===== src/rtl/irq_ctrl_pkg.sv =====
// Purpose: shared constants for irq_ctrl (OCW command codes, ack FSM states,
//          implemented-bit mask helper).
// Latency: n/a (declarations only).  Backpressure: n/a.
package irq_ctrl_pkg;

  // OCW command codes written to IO_BASE+0
  localparam logic [7:0] OCW_EOI        = 8'h20;  // clear highest-priority ISR bit
  localparam logic [7:0] OCW_SEOI       = 8'h60;  // 8'h60|k clears ISR[k]
  localparam logic [7:0] OCW_SEOI_MASK  = 8'hF8;  // compare bits [7:3] only
  localparam logic [7:0] OCW_RD_IRR     = 8'h0A;  // IO_BASE+0 reads return IRR
  localparam logic [7:0] OCW_RD_ISR     = 8'h0B;  // IO_BASE+0 reads return ISR

  // Interrupt-acknowledge FSM encodings
  localparam logic ST_IDLE = 1'b0;  // waiting for the first INTA cycle
  localparam logic ST_ACK1 = 1'b1;  // first INTA seen, vector goes out on the next

  // Index returned when an INTA arrives with nothing qualifying
  localparam logic [2:0] SPURIOUS_IDX = 3'd7;

  // Ones in the bit positions that correspond to real IRQ inputs
  function automatic logic [7:0] impl_mask(input int n);
    logic [7:0] m;
    m = '0;
    for (int i = 0; i < 8; i++) begin
      if (i < n) m[i] = 1'b1;
    end
    return m;
  endfunction

endpackage


===== src/rtl/irq_prio.sv =====
// Purpose: fixed-priority resolver, lowest set index wins.
// Latency: combinational.  Backpressure: none.
// Ports: req_i request vector in; idx_o winning index; vld_o any bit set.
module irq_prio (
  input  logic [7:0] req_i,
  output logic [2:0] idx_o,
  output logic       vld_o
);

  // Scan from the top down so the lowest set bit is the last one written.
  always_comb begin
    idx_o = '0;
    vld_o = 1'b0;
    for (int i = 7; i >= 0; i--) begin
      if (req_i[i]) begin
        idx_o = 3'(i);
        vld_o = 1'b1;
      end
    end
  end

endmodule


===== src/rtl/irq_ctrl.sv =====
// Purpose: 8259-style interrupt controller, fixed priority, two-cycle INTA vector.
// Latency: iIrq edge -> oInt 4 clocks (2 sync + IRR + oInt flops); reads/vector combinational.
// Backpressure: none; strobes are single-cycle and always accepted.
// Ports: iClk/iRst (sync, active high); iIrq async requests; iAddr/iData/iIoWr/iIoRd
//        CPU I/O bus; iIntAck INTA pulses; oInt request to CPU; oSel/oData read bus.
// Option: define IRQ_CTRL_LEVEL_EN to make IRR follow the synchronised request level.
module irq_ctrl
  import irq_ctrl_pkg::*;
#(
  parameter int          NUM_IRQ  = 8,
  parameter logic [7:0]  VEC_BASE = 8'h08,
  parameter logic [15:0] IO_BASE  = 16'h0020
) (
  input  logic               iClk,
  input  logic               iRst,
  input  logic [NUM_IRQ-1:0] iIrq,
  input  logic [19:0]        iAddr,
  input  logic [7:0]         iData,
  input  logic               iIoWr,
  input  logic               iIoRd,
  input  logic               iIntAck,
  output logic               oInt,
  output logic               oSel,
  output logic [7:0]         oData
);

  localparam logic [7:0] IMPL = impl_mask(NUM_IRQ);

  // Only the low 16 address bits take part in I/O decode.
  logic unused_addr;
  assign unused_addr = ^iAddr[19:16];

  // ---------------- state ----------------
  logic [NUM_IRQ-1:0] sync1_q, sync1_d;
  logic [NUM_IRQ-1:0] sync2_q, sync2_d;
  logic [7:0]         irr_q, irr_d;
  logic [7:0]         isr_q, isr_d;
  logic [7:0]         imr_q, imr_d;
  logic               rdsel_q, rdsel_d;   // 0: IRR, 1: ISR
  logic               state_q, state_d;
  logic [2:0]         vec_idx_q, vec_idx_d;
  logic               int_q, int_d;

  // ---------------- synchroniser view ----------------
  logic [7:0] sync_lvl;
  always_comb begin
    sync_lvl = '0;
    sync_lvl[NUM_IRQ-1:0] = sync2_q;
  end

  assign sync1_d = iIrq;
  assign sync2_d = sync1_q;

`ifndef IRQ_CTRL_LEVEL_EN
  // Third flop only remembers the previous synchronised level for edge detect.
  logic [NUM_IRQ-1:0] sync3_q;
  logic [7:0]         sync_rise;
  always_comb begin
    sync_rise = '0;
    sync_rise[NUM_IRQ-1:0] = sync2_q & ~sync3_q;
  end
  always_ff @(posedge iClk) begin
    if (iRst) sync3_q <= '0;
    else      sync3_q <= sync2_q;
  end
`endif

  // ---------------- address decode ----------------
  logic sel_cmd, sel_imr;
  logic wr_cmd, wr_imr, rd_cmd, rd_imr;
  assign sel_cmd = (iAddr[15:0] == IO_BASE);
  assign sel_imr = (iAddr[15:0] == IO_BASE + 16'd1);
  assign wr_cmd  = iIoWr & sel_cmd;
  assign wr_imr  = iIoWr & sel_imr;
  assign rd_cmd  = iIoRd & sel_cmd;
  assign rd_imr  = iIoRd & sel_imr;

  // ---------------- priority ----------------
  logic [7:0] req_vec;
  logic [2:0] req_idx, isr_idx;
  logic       req_vld, isr_vld;
  logic       qualify;

  assign req_vec = irr_q & ~imr_q & IMPL;

  irq_prio u_req_prio (
    .req_i (req_vec),
    .idx_o (req_idx),
    .vld_o (req_vld)
  );

  irq_prio u_isr_prio (
    .req_i (isr_q),
    .idx_o (isr_idx),
    .vld_o (isr_vld)
  );

  // A request only interrupts if it strictly outranks everything in service.
  assign qualify = req_vld & (~isr_vld | (req_idx < isr_idx));

  // ---------------- ack FSM ----------------
  logic       ack_first, ack_second, ack_take;
  logic [7:0] ack_bit;

  assign ack_first  = iIntAck & (state_q == ST_IDLE);
  assign ack_second = iIntAck & (state_q == ST_ACK1);
  assign ack_take   = ack_first & qualify;
  assign ack_bit    = ack_take ? (8'h01 << req_idx) : 8'h00;

  always_comb begin
    state_d   = state_q;
    vec_idx_d = vec_idx_q;
    if (ack_first) begin
      state_d   = ST_ACK1;
      vec_idx_d = ack_take ? req_idx : SPURIOUS_IDX;
    end else if (ack_second) begin
      state_d   = ST_IDLE;
    end
  end

  // ---------------- OCW / EOI ----------------
  logic [7:0] eoi_clr;
  always_comb begin
    eoi_clr = '0;
    rdsel_d = rdsel_q;
    if (wr_cmd) begin
      if (iData == OCW_EOI) begin
        if (isr_vld) eoi_clr = 8'h01 << isr_idx;
      end else if ((iData & OCW_SEOI_MASK) == OCW_SEOI) begin
        eoi_clr = (8'h01 << iData[2:0]) & IMPL;
      end else if (iData == OCW_RD_IRR) begin
        rdsel_d = 1'b0;
      end else if (iData == OCW_RD_ISR) begin
        rdsel_d = 1'b1;
      end
    end
  end

  // ---------------- next state ----------------
  // EOI clears first so an ack's ISR set in the same clock survives.
  assign isr_d = ((isr_q & ~eoi_clr) | ack_bit) & IMPL;

`ifdef IRQ_CTRL_LEVEL_EN
  assign irr_d = sync_lvl & IMPL;
`else
  // A fresh edge beats the ack clear on the same bit.
  assign irr_d = ((irr_q & ~ack_bit) | sync_rise) & IMPL;
`endif

  assign imr_d = wr_imr ? (iData | ~IMPL) : imr_q;
  assign int_d = qualify & ~ack_first;

  always_ff @(posedge iClk) begin
    if (iRst) begin
      sync1_q   <= '0;
      sync2_q   <= '0;
      irr_q     <= '0;
      isr_q     <= '0;
      imr_q     <= 8'hFF;
      rdsel_q   <= 1'b0;
      state_q   <= ST_IDLE;
      vec_idx_q <= '0;
      int_q     <= 1'b0;
    end else begin
      sync1_q   <= sync1_d;
      sync2_q   <= sync2_d;
      irr_q     <= irr_d;
      isr_q     <= isr_d;
      imr_q     <= imr_d;
      rdsel_q   <= rdsel_d;
      state_q   <= state_d;
      vec_idx_q <= vec_idx_d;
      int_q     <= int_d;
    end
  end

  assign oInt = int_q;

  // ---------------- read bus ----------------
  // Vector output takes precedence over a simultaneous register read.
  always_comb begin
    oSel  = 1'b0;
    oData = 8'h00;
    if (!iRst) begin
      if (ack_second) begin
        oSel  = 1'b1;
        oData = {VEC_BASE[7:3], vec_idx_q};
      end else if (rd_cmd) begin
        oSel  = 1'b1;
        oData = rdsel_q ? isr_q : irr_q;
      end else if (rd_imr) begin
        oSel  = 1'b1;
        oData = imr_q;
      end
    end
  end

endmodule


===== config.mk =====
export PLATFORM = sky130hd
export DESIGN_NAME = irq_ctrl
export DESIGN_NICKNAME = d
export VERILOG_FILES = /design/src/rtl/irq_ctrl_pkg.sv /design/src/rtl/irq_prio.sv /design/src/rtl/irq_ctrl.sv
export SDC_FILE = /design/constraint.sdc
export NUM_CORES = 1
export LEC_CHECK = 0
export CORE_ASPECT_RATIO = 2
export CORE_MARGIN = 4
export CORE_UTILIZATION = 30
export DETAILED_ROUTE_END_ITERATION = 16
export PLACE_DENSITY = 0.52
export RECOVER_POWER = 50
export SYNTH_ARGS = -nofsm -noshare
export SYNTH_HDL_FRONTEND = slang
export SYNTH_SLANG_ARGS = --single-unit

===== constraint.sdc =====
create_clock -name iClk -period 2.58 [get_ports iClk]
set_input_delay 0.516 -clock iClk [delete_from_list [all_inputs] [get_ports iClk]]
set_output_delay 0.516 -clock iClk [all_outputs]
set_load 0.05 [all_outputs]

---- Word level (Yosys, flattened, before mapping) ----
Cells that the tools add are included.
cells by class
  magnitude comparators ................... 1
  eq/ne operators ......................... 6
  shifts and indexed selects .............. 3
  multiplexer cells ....................... 51
  bitwise logic cells ..................... 25
  reduce and logical (&&, ||, !) cells .... 3
operators with widths
  kind                                                  number
  two-way mux 8 bit                                     10
  two-way mux 3 bit                                     17
  AND 8 bit                                             4
  equality test 16 x 6 -> 1 bit, second input constant  2
  inverter 8 bit                                        4
  two-way mux 1 bit                                     24
  << shifter 1 x 3 -> 8 bit, first input constant       3
  equality test 8 x 4 -> 1 bit, second input constant   2
  OR 8 bit                                              2
  AND 1 bit                                             9
  equality test 8 x 6 -> 1 bit, second input constant   1
  equality test 5 x 4 -> 1 bit, second input constant   1
  inverter 1 bit                                        5
  AND reduction 4 bit                                   1
  nonzero test 2 bit                                    2
  < comparator 3 bit                                    1
  OR 1 bit                                              1
storage, ports and cells
  register bits after elaboration ......... 54
  input port bits ......................... 41
  output and inout bits ................... 10
  logic and storage cells ................. 99

---- Longest topological paths before layout ----
Gate-level depths: netlist (run 1).
  word-level depth ........................ 18
  gate-level depth with buffers ........... 9
  depth with buffers taken out ............ 9

---- Modules after synthesis ----
From an unflattened synthesis (run 1), not the netlist that was laid out.
second synthesis, totals
  cells, all modules ...................... 330
  area total of the unflattened synthesis .. 2,777.7 sq um
modules (own cells, without submodules)
  module    instances  cells an instance  area an instance (sq um)  seq. area each (sq um)
  irq_ctrl  1          304                2,617.5                   1,081.0
  irq_prio  2          13                 80.1                      0.0

---- Least setup slack after synthesis (run 1) ----
OpenSTA, ideal clock, no wires.
  path kind ............................... input -> output
  start point ............................. in iAddr[0]
  end point ............................... out oData[3]
  arrival time ............................ 2.052 ns
  required time ........................... 2.064 ns
  slack ................................... 0.012 ns
  stages on the path ...................... 6
  path buffers ............................ 2
  cell sequence ........................... clkbuf_1 buf_1 nand2_1 o21ai_0 nand3_1 a21oi_1
on the way
  word-level cells in the longest chain between the ends .. 6
  elaborated cells on any way between the ends .. 8
  those cells by class .................... eq/ne: 2; mux: 4; bitwise: 2
RTL lines
  item                           RTL line         source
  start: declaration             irq_ctrl.sv:17   input logic [19:0] iAddr,
  equality test 16 x 6 -> 1 bit  irq_ctrl.sv:72   assign sel_imr = (iAddr[15:0] == IO_BASE + 16'd1);
  AND 1 bit                      irq_ctrl.sv:76   assign rd_imr = iIoRd & sel_imr;
  two-way mux 8 bit              irq_ctrl.sv:191  end else if (rd_imr) begin
  two-way mux 8 bit *            irq_ctrl.sv:188  end else if (rd_cmd) begin
  two-way mux 8 bit *            irq_ctrl.sv:185  if (ack_second) begin
  two-way mux 8 bit *            irq_ctrl.sv:184  if (!iRst) begin
  end: declaration               irq_ctrl.sv:24   output logic [7:0] oData
Every way passes the cells marked *; elsewhere a longest branch is shown, timed or not.

---- Final worst setup path (run 1) ----
  start point ............................. in iAddr[12]
  end point ............................... out oSel
on the way
  word-level cells in the longest chain between the ends .. 6
  elaborated cells on any way between the ends .. 8
  those cells by class .................... eq/ne: 2; mux: 4; bitwise: 2
RTL lines
  item                           RTL line         source
  equality test 16 x 6 -> 1 bit  irq_ctrl.sv:72
  AND 1 bit                      irq_ctrl.sv:76
  two-way mux 1 bit              irq_ctrl.sv:191
  two-way mux 1 bit *            irq_ctrl.sv:188
  two-way mux 1 bit *            irq_ctrl.sv:185
  two-way mux 1 bit *            irq_ctrl.sv:184
  end: declaration               irq_ctrl.sv:23   output logic oSel,
Marks and branches as above.

==> metrics list, run 1 <==
* Result of the run: finished clean
- Routability-driven placement finished with a final weighted congestion of 0.865.
- At the pin with the least slew margin, the transition time is 0.726 ns.
- Counting every sink on the clock net gives 54.
- All-layer global routing usage: 15.8%
- Fill cells in the final layout number 896.
* Register bit total from synthesis: 54
* Root Driver: sky130_fd_sc_hd__clkbuf_16
* Post-route cell area: 3750 um^2
- Post-synthesis cell type count: 57
- Leakage Power: 1.36 nW
* Achievable frequency: 396 MHz
- DRC violation count after routing: 0
* Gate count after technology mapping: 315
* CP arrival: 2.01 ns
- Maximum VDD drop: 0.423 mV
* Drt total wl: 8020 um
- Worst path required time: 2.06 ns
* Area share of the largest cell type after synthesis: 40.4%
- Via count of the first global-routing pass: 2624
- Final setup vio count: 0
- In this run the register-to-register setup slack is 0.19 ns.
- Clock share of power: 42.9%
- Final ANT Viol Nets: 0
- Tcrit/Tclk final: 97.8%
* Number of antenna diodes: 0
* Number of enable-type register cells in the synthesized netlist: 0
- For this block, the via count after detailed routing is 2521.
* Remaining max-slew budget at the tightest pin: 51.0%
* R2r worst-path depth: 9
- From synthesis to final layout, the design area changed by 40.0%.
- Setup repair after global routing could not meet its margin everywhere.
* Vias per cell: 5.26
- Hold Path Origin: sync1_q[7]
* Min Hold Slack: 0.439 ns
- TritonCTS built the clock tree.
* CP startpoint kind: input pin
- The biggest area contributor in the post-synthesis netlist is sky130_fd_sc_hd__dfxtp_1.
* Maximum number of pins on one net before global-route repair: 44
* End point of the worst hold path: sync2_q[7]
- By area the synthesized netlist is led by sky130_fd_sc_hd__dfxtp_1 40%, sky130_fd_sc_hd__nor2b_1 7.0%, sky130_fd_sc_hd__mux2i_1 6.0%.
* Most repeated cell in the gate-level netlist after synthesis: sky130_fd_sc_hd__dfxtp_1
- Once the floorplan was initialized, standard cells occupied 30.9% of the core.
- Proportion of power drawn by flip-flops and latches: 47.5%
- Half-perimeter wire length after detailed placement: 6290 um
* Number of buffers created by CTS: 5
* Net count after synthesis: 357
* Tmin final: 2.52 ns
* Final net count: 420
- After synthesis, the most frequently instantiated cells are 54 x sky130_fd_sc_hd__dfxtp_1, 30 x sky130_fd_sc_hd__nor2b_1, 29 x sky130_fd_sc_hd__nor2_1, 26 x sky130_fd_sc_hd__a21oi_1, 24 x sky130_fd_sc_hd__nand2_1.
* Die height: 142 um
- Power spread over the standard cell area amounts to 490 nW/um^2.
- First-pass iteration count of the detailed router: 4
- Number of levels in the clock H-tree: 2
- Share of post-route cells with drive strength above 1: 18.5%
* Starting DRT DRC Count: 86
- The internal power of the cells totals 0.00142 W.
* Fraction of registers with async set or reset after synthesis: 0%
- Net switching is 22.8% of the power.
- Total count of hold-check failures in the final report: 0
- Type of the most critical hold path: reg -> reg
- Count of final max-slew check failures: 0
* Number of ports placed on the die boundary: 51
* Die X: 74.8 um
* Summed instance area of the synthesized netlist: 2680 um^2
- Wire length of the first global-routing pass: 12700 um
- Sequential share of the synthesized area: 40.4%
- The clock reaches the later pin of the worst-skew pair after 0.30 ns.
- Number of maximum-capacitance constraint violations: 0
* Core region area: 8650 um^2
- In this run the power spent charging and discharging nets is 0.000419 W.
- Remaining global-route overflow: 0
* Reg2reg end: irr_q[4]
- Dividing the synthesized area by the synthesized cell count gives 8.50 um^2.
- By startpoint and endpoint, the worst setup path is classified as in -> out.
- In the synthesized netlist the dominant register cell turns out to be sky130_fd_sc_hd__dfxtp_1.
- The worst register-to-register path begins at imr_q[4].
* Ys Warns: 0
- STA classifies the critical path endpoint as an output pin.
* Initial antenna violation count: 0
- After detailed routing, the average wire length per cell comes to 16.8 um.
* Port-buffer cells: 46
- Part of the power in combinational logic: 9.6%
- No sink is reached through more buffers than the 2 on the longest clock path.
* Dpl cell area: 3480 um^2
- Top fanout value on the critical path: 4
* Floorplan die area: 10600 um^2
- Along the worst hold path, the cell count comes to 1.
* Row count: 48
- Reg clk slew, reported paths: 0.07 ns
* Worst clock skew on the final layout: 0.00627 ns
stage by stage:
stage,cells,total power [W],setup TNS [ns],utilization [%],setup slack [ns]
finish,479,0.00184,0,43.3,0.0568
global placement,470,0.00107,-1.88,40.2,-0.266
global route,479,0.00191,-0.0157,43.3,-0.0157
detailed placement,470,0.00107,-2.57,40.2,-0.356
CTS,479,0.00186,0,42.9,0.00145
floorplan,315,0.000962,0,-,0.0120
cells by family (layout without fill, tap and decap cells):
logic type | after synthesis | count (layout) | synth area share [%]
mux | 16 | 16 | 5.98
compound gates | 69 | 69 | 17.4
flops | 54 | 54 | 40.4
fa+ha+maj | 2 | 2 | 0.841
simple gates | 151 | 151 | 31.8
buf+inv | 23 | 87 | 3.55
metal layers:
metal	wire, um	vias up	global-route usage, %
li1	-	1259	-
met5	0	-	0
met4	208	0	7.79
met1	2870	1182	15.1
met2	4580	64	30.7
met3	368	16	2.55
sequential cells by signal (all words and copies together), names as in the netlist, 3 cells and up:
register   cells
imr_q          8
vec_idx_q      3
isr_q          8
irr_q          8
sync3_q        8
sync2_q        8
sync1_q        8
layout make-up:
type                            instances  area [um^2]  share of cell area [%]
Tap cell                              100          125                    3.34
Multi-Input combinational cell        238         1600                    42.7
Clock inverter                          3         47.5                    1.27
Inverter                                8         30.0                   0.802
Clock buffer                            5          125                    3.34
Timing Repair Buffer                   71          739                    19.7
Sequential cell                        54         1080                    28.9
critical path: stages:
cell and delay (ns):
sky130_fd_sc_hd__clkdlybuf4s50_1 0.43, sky130_fd_sc_hd__nor3_2 0.17, sky130_fd_sc_hd__and4_4 0.28, sky130_fd_sc_hd__nand2_4 0.08
sky130_fd_sc_hd__buf_4 0.14, sky130_fd_sc_hd__a21oi_1 0.22, sky130_fd_sc_hd__buf_12 0.17
worst max-delay path by stage:
stage,start,endpoint,depth (start not counted)
6_report,iAddr[12],oSel,7
5_1_grt,iAddr[13],isr_q[3],7
4_1_cts,iAddr[13],oData[1],8
3_5_place_dp,iAddr[1],oData[1],8
3_3_place_gp,iAddr[1],oData[1],8
2_1_floorplan,iAddr[0],oData[3],6
placed cells by master (no fill, tap or decap), types with 3 or more instances in the layout:
master,instances
sky130_fd_sc_hd__nand2_1,23
sky130_fd_sc_hd__nor3_2,5
sky130_fd_sc_hd__nand4_1,5
sky130_fd_sc_hd__nor4b_1,3
sky130_fd_sc_hd__nor3_1,6
sky130_fd_sc_hd__nand2b_1,13
sky130_fd_sc_hd__inv_1,8
sky130_fd_sc_hd__buf_4,23
sky130_fd_sc_hd__clkdlybuf4s50_1,22
sky130_fd_sc_hd__buf_12,9
sky130_fd_sc_hd__a21oi_1,25
sky130_fd_sc_hd__a32o_1,3
sky130_fd_sc_hd__nor3b_1,5
sky130_fd_sc_hd__nor2_1,23
sky130_fd_sc_hd__nor2b_1,30
sky130_fd_sc_hd__nor4_1,4
sky130_fd_sc_hd__dlygate4sd2_1,12
sky130_fd_sc_hd__dfxtp_1,54
sky130_fd_sc_hd__o21ai_0,12
sky130_fd_sc_hd__clkbuf_16,6
sky130_fd_sc_hd__nor2_2,4
sky130_fd_sc_hd__or3_1,4
sky130_fd_sc_hd__nor4_2,3
sky130_fd_sc_hd__mux2i_1,16
sky130_fd_sc_hd__and2_1,3
sky130_fd_sc_hd__a31o_2,3
sky130_fd_sc_hd__nand3_1,3
power groups by stage:
stage / registers (W) / logic [W] / clock network [W]
5_1_grt: 0.000876 / 0.000191 / 0.000841
3_3_place_gp: 0.000892 / 0.000175 / 0
3_5_place_dp: 0.000892 / 0.000177 / 0
2_1_floorplan: 0.000888 / 0.0000740 / 0
6_report: 0.000873 / 0.000176 / 0.000789
4_1_cts: 0.000873 / 0.000177 / 0.000812
repair_timing:
item	in CTS	in global routing
gates resized for setup	27	10
pin swaps	10	3
setup buffers	1	0
setup endpoints to repair	9	10
hold buffers	0	0
gates cloned	0	0
No activity file was read; power rests on OpenSTA's default activity.
==> run 2: changes to the inputs <==
CTS_BUF_LIST = sky130_fd_sc_hd__clkbuf_2   (was default)
PLACE_DENSITY = 0.54   (was 0.52)
==> metrics list, run 2 (same netlist as run 1, synthesis figures left out) <==
- In this run the worst hold path is classified as reg -> reg.
* Number of hold buffers added after CTS: 0
* Reg clk slew, reported paths: 0.28 ns
- Routed vias: 2546
- First-pass iteration count of the detailed router: 5
- Via count of the first global-routing pass: 2550
- The initial utilization of the core area, before any placement, comes to 30.9%.
* Routability Congestion: 0.910
* Port-buffer cells: 46
- Setup repair after global routing left no endpoint under its margin.
- Final net count: 421
- After floorplanning, the core was sized to cover 8650 um^2.
- Final ANT Viol Nets: 0
- Top fanout value on the critical path: 4
- The tree built by TritonCTS fans out to 54 sinks.
* Slew at the pin with the worst max-slew slack: 0.897 ns
- The worst pin sits at a relative slew slack of 40.2%.
- Dividing the final minimum period by the clock period gives 97.4%.
- The routed design could run at a clock period as short as 2.51 ns.
- The library cell used most frequently in the layout, excluding fill and tap cells, is sky130_fd_sc_hd__dfxtp_1.
* Number of maximum-capacitance constraint violations: 0
- Startpoint-to-endpoint class of the critical path: reg -> reg
- After detailed routing, the number of remaining DRC violations is 0.
* Worst path required time: 2.98 ns
* Footprint of the flip-flops and latches: 1080 um^2
* Achievable frequency: 398 MHz
- Count of fill cells added during filler insertion: 896
* Signed area change from the synthesized netlist to the final layout: 36.0%
- The total count of hold-check failures in the final report was 0.
- 51 I/O pins were placed.
- Number of levels in the clock H-tree: 2
* Die X: 74.8 um
- Setup violations remaining at the end of the flow were counted as 0.
* Count of final max-slew check failures: 0
* CTS tree: done
- Entering global routing, the biggest net connects 23 pins.
- Summed over all layers, the routed wires come to 7880 um.
- Across the VDD grid, the largest voltage drop is 0.308 mV.
- Slack of the critical path: 0.0659 ns
- Row count: 48
- Multi-input gate area: 1600 um^2
- The worst setup path is launched from a flop.
- The first global-routing pass estimated 12300 um of wire.
- Clk buf depth: 2
- Post-place setup slack: -0.219 ns
* Power density over cell area: 386 nW/um^2
- For this design the static power due to leakage is 1.36 nW.
- Wire per inst: 16.4 um
* Half-perimeter wire length after detailed placement: 6180 um
- Remaining global-route overflow: 0
- For the final routed database, the setup TNS stands at 0 ns.
- Highest-count cells in the layout ignoring fill and taps: 53 x sky130_fd_sc_hd__dfxtp_1, 30 x sky130_fd_sc_hd__nor2b_1, 25 x sky130_fd_sc_hd__a21oi_1
* Die height: 142 um
* Result of the run: finished clean
- Number of buffers created by CTS: 5
- Starting DRT DRC Count: 109
- Initial antenna violation count: 1
- STA puts the critical path data arrival time at 2.92 ns.
- Cells with a size suffix above 1 make up 18.7% of the layout.
- Sort of element at the end of the critical path: flop
* Clock Latency Late Sink: 0.46 ns
- Between clock sinks in the finished design, the worst skew comes to 0.0121 ns.
- In the routed layout, each cell is associated on average with a via count of 5.29.
* Root Driver: sky130_fd_sc_hd__clkbuf_2
- In the global route stage, overall resource usage came out at 15.4%.
- Floorplan die area: 10600 um^2
## run 2: changes by cell type in the layout (fill, tap and decap cells not counted), sizes merged
| cell | delta |
|---|---|
| bufinv | -1 |
| dlygate4sd3 | -1 |
| diode | +1 |
| clkdlybuf4s50 | -1 |
| clkinv | +1 |
| buf | +1 |
| dlygate4sd2 | -5 |
| dlymetal6s2s | +7 |
## run 2: critical path: stages (launching register included)
cell	delay [ns]
sky130_fd_sc_hd__dfxtp_1	0.43
sky130_fd_sc_hd__nand2b_1	0.17
sky130_fd_sc_hd__o2111a_1	0.31
sky130_fd_sc_hd__nor2_1	0.08
sky130_fd_sc_hd__ha_1	0.17
sky130_fd_sc_hd__a21boi_1	0.17
sky130_fd_sc_hd__nor3_1	0.37
sky130_fd_sc_hd__nand2b_1	0.13
sky130_fd_sc_hd__or3_1	0.37
sky130_fd_sc_hd__a32o_1	0.27
## run 2: power breakdown
part	internal (W)	leakage (nW)	switching [W]
Combinational	0.0000939	0.882	0.0000841
Sequential	0.000864	0.442	0.0000128
Clock	0.0000735	0.0337	0.000276
## run 2: layer usage
layer	vias to the layer above	GRT usage (%)	routed length (um)
met3	25	2.41	302
met1	1203	15.3	2710
met2	62	28.6	4510
li1	1256	-	-
met4	0	9.10	364
met5	-	0	0
## run 2: path summary, 6_finish.rpt
check | end | cells after the start | start | slack [ns]
worst max-delay path | irr_q[2] | 9 | imr_q[5] | 0.07
worst min-delay path | sync2_q[4] | 1 | sync1_q[4] | 0.46
worst max register to register | irr_q[2] | 9 | imr_q[5] | 0.07
worst min register to register | sync2_q[4] | 1 | sync1_q[4] | 0.46
## run 2: what timing repair did
action / 4_1_cts / 5_1_grt
gates resized for setup: 28 / 13
endpoints found under the setup margin: 9 / 9
gates cloned: 0 / 0
buffers inserted: 0 / 0
pin swaps: 12 / 8
## run 2: final cells by class
| type | count | area share, % |
|---|---|---|
| timing repair buffer | 72 | 20.7 |
| clock inverter | 3 | 0.619 |
| sequential | 54 | 29.7 |
| multi-input combinational | 238 | 43.9 |
| tap | 100 | 3.44 |
| clock buffer | 5 | 0.688 |
| antenna | 1 | 0.0688 |
| inverter | 8 | 0.825 |
## run 2: per-stage QoR
step	utilization [%]	power, W	std cells	hold slack, ns	cell area [um^2]
floorplan	-	0.000962	315	0.414	2680
global placement	40.3	0.00107	472	0.416	3480
detailed placement	40.3	0.00107	472	0.423	3480
CTS	41.6	0.00143	480	0.465	3600
global route	42.1	0.00148	481	0.470	3640
finish	42.1	0.00140	481	0.464	3640
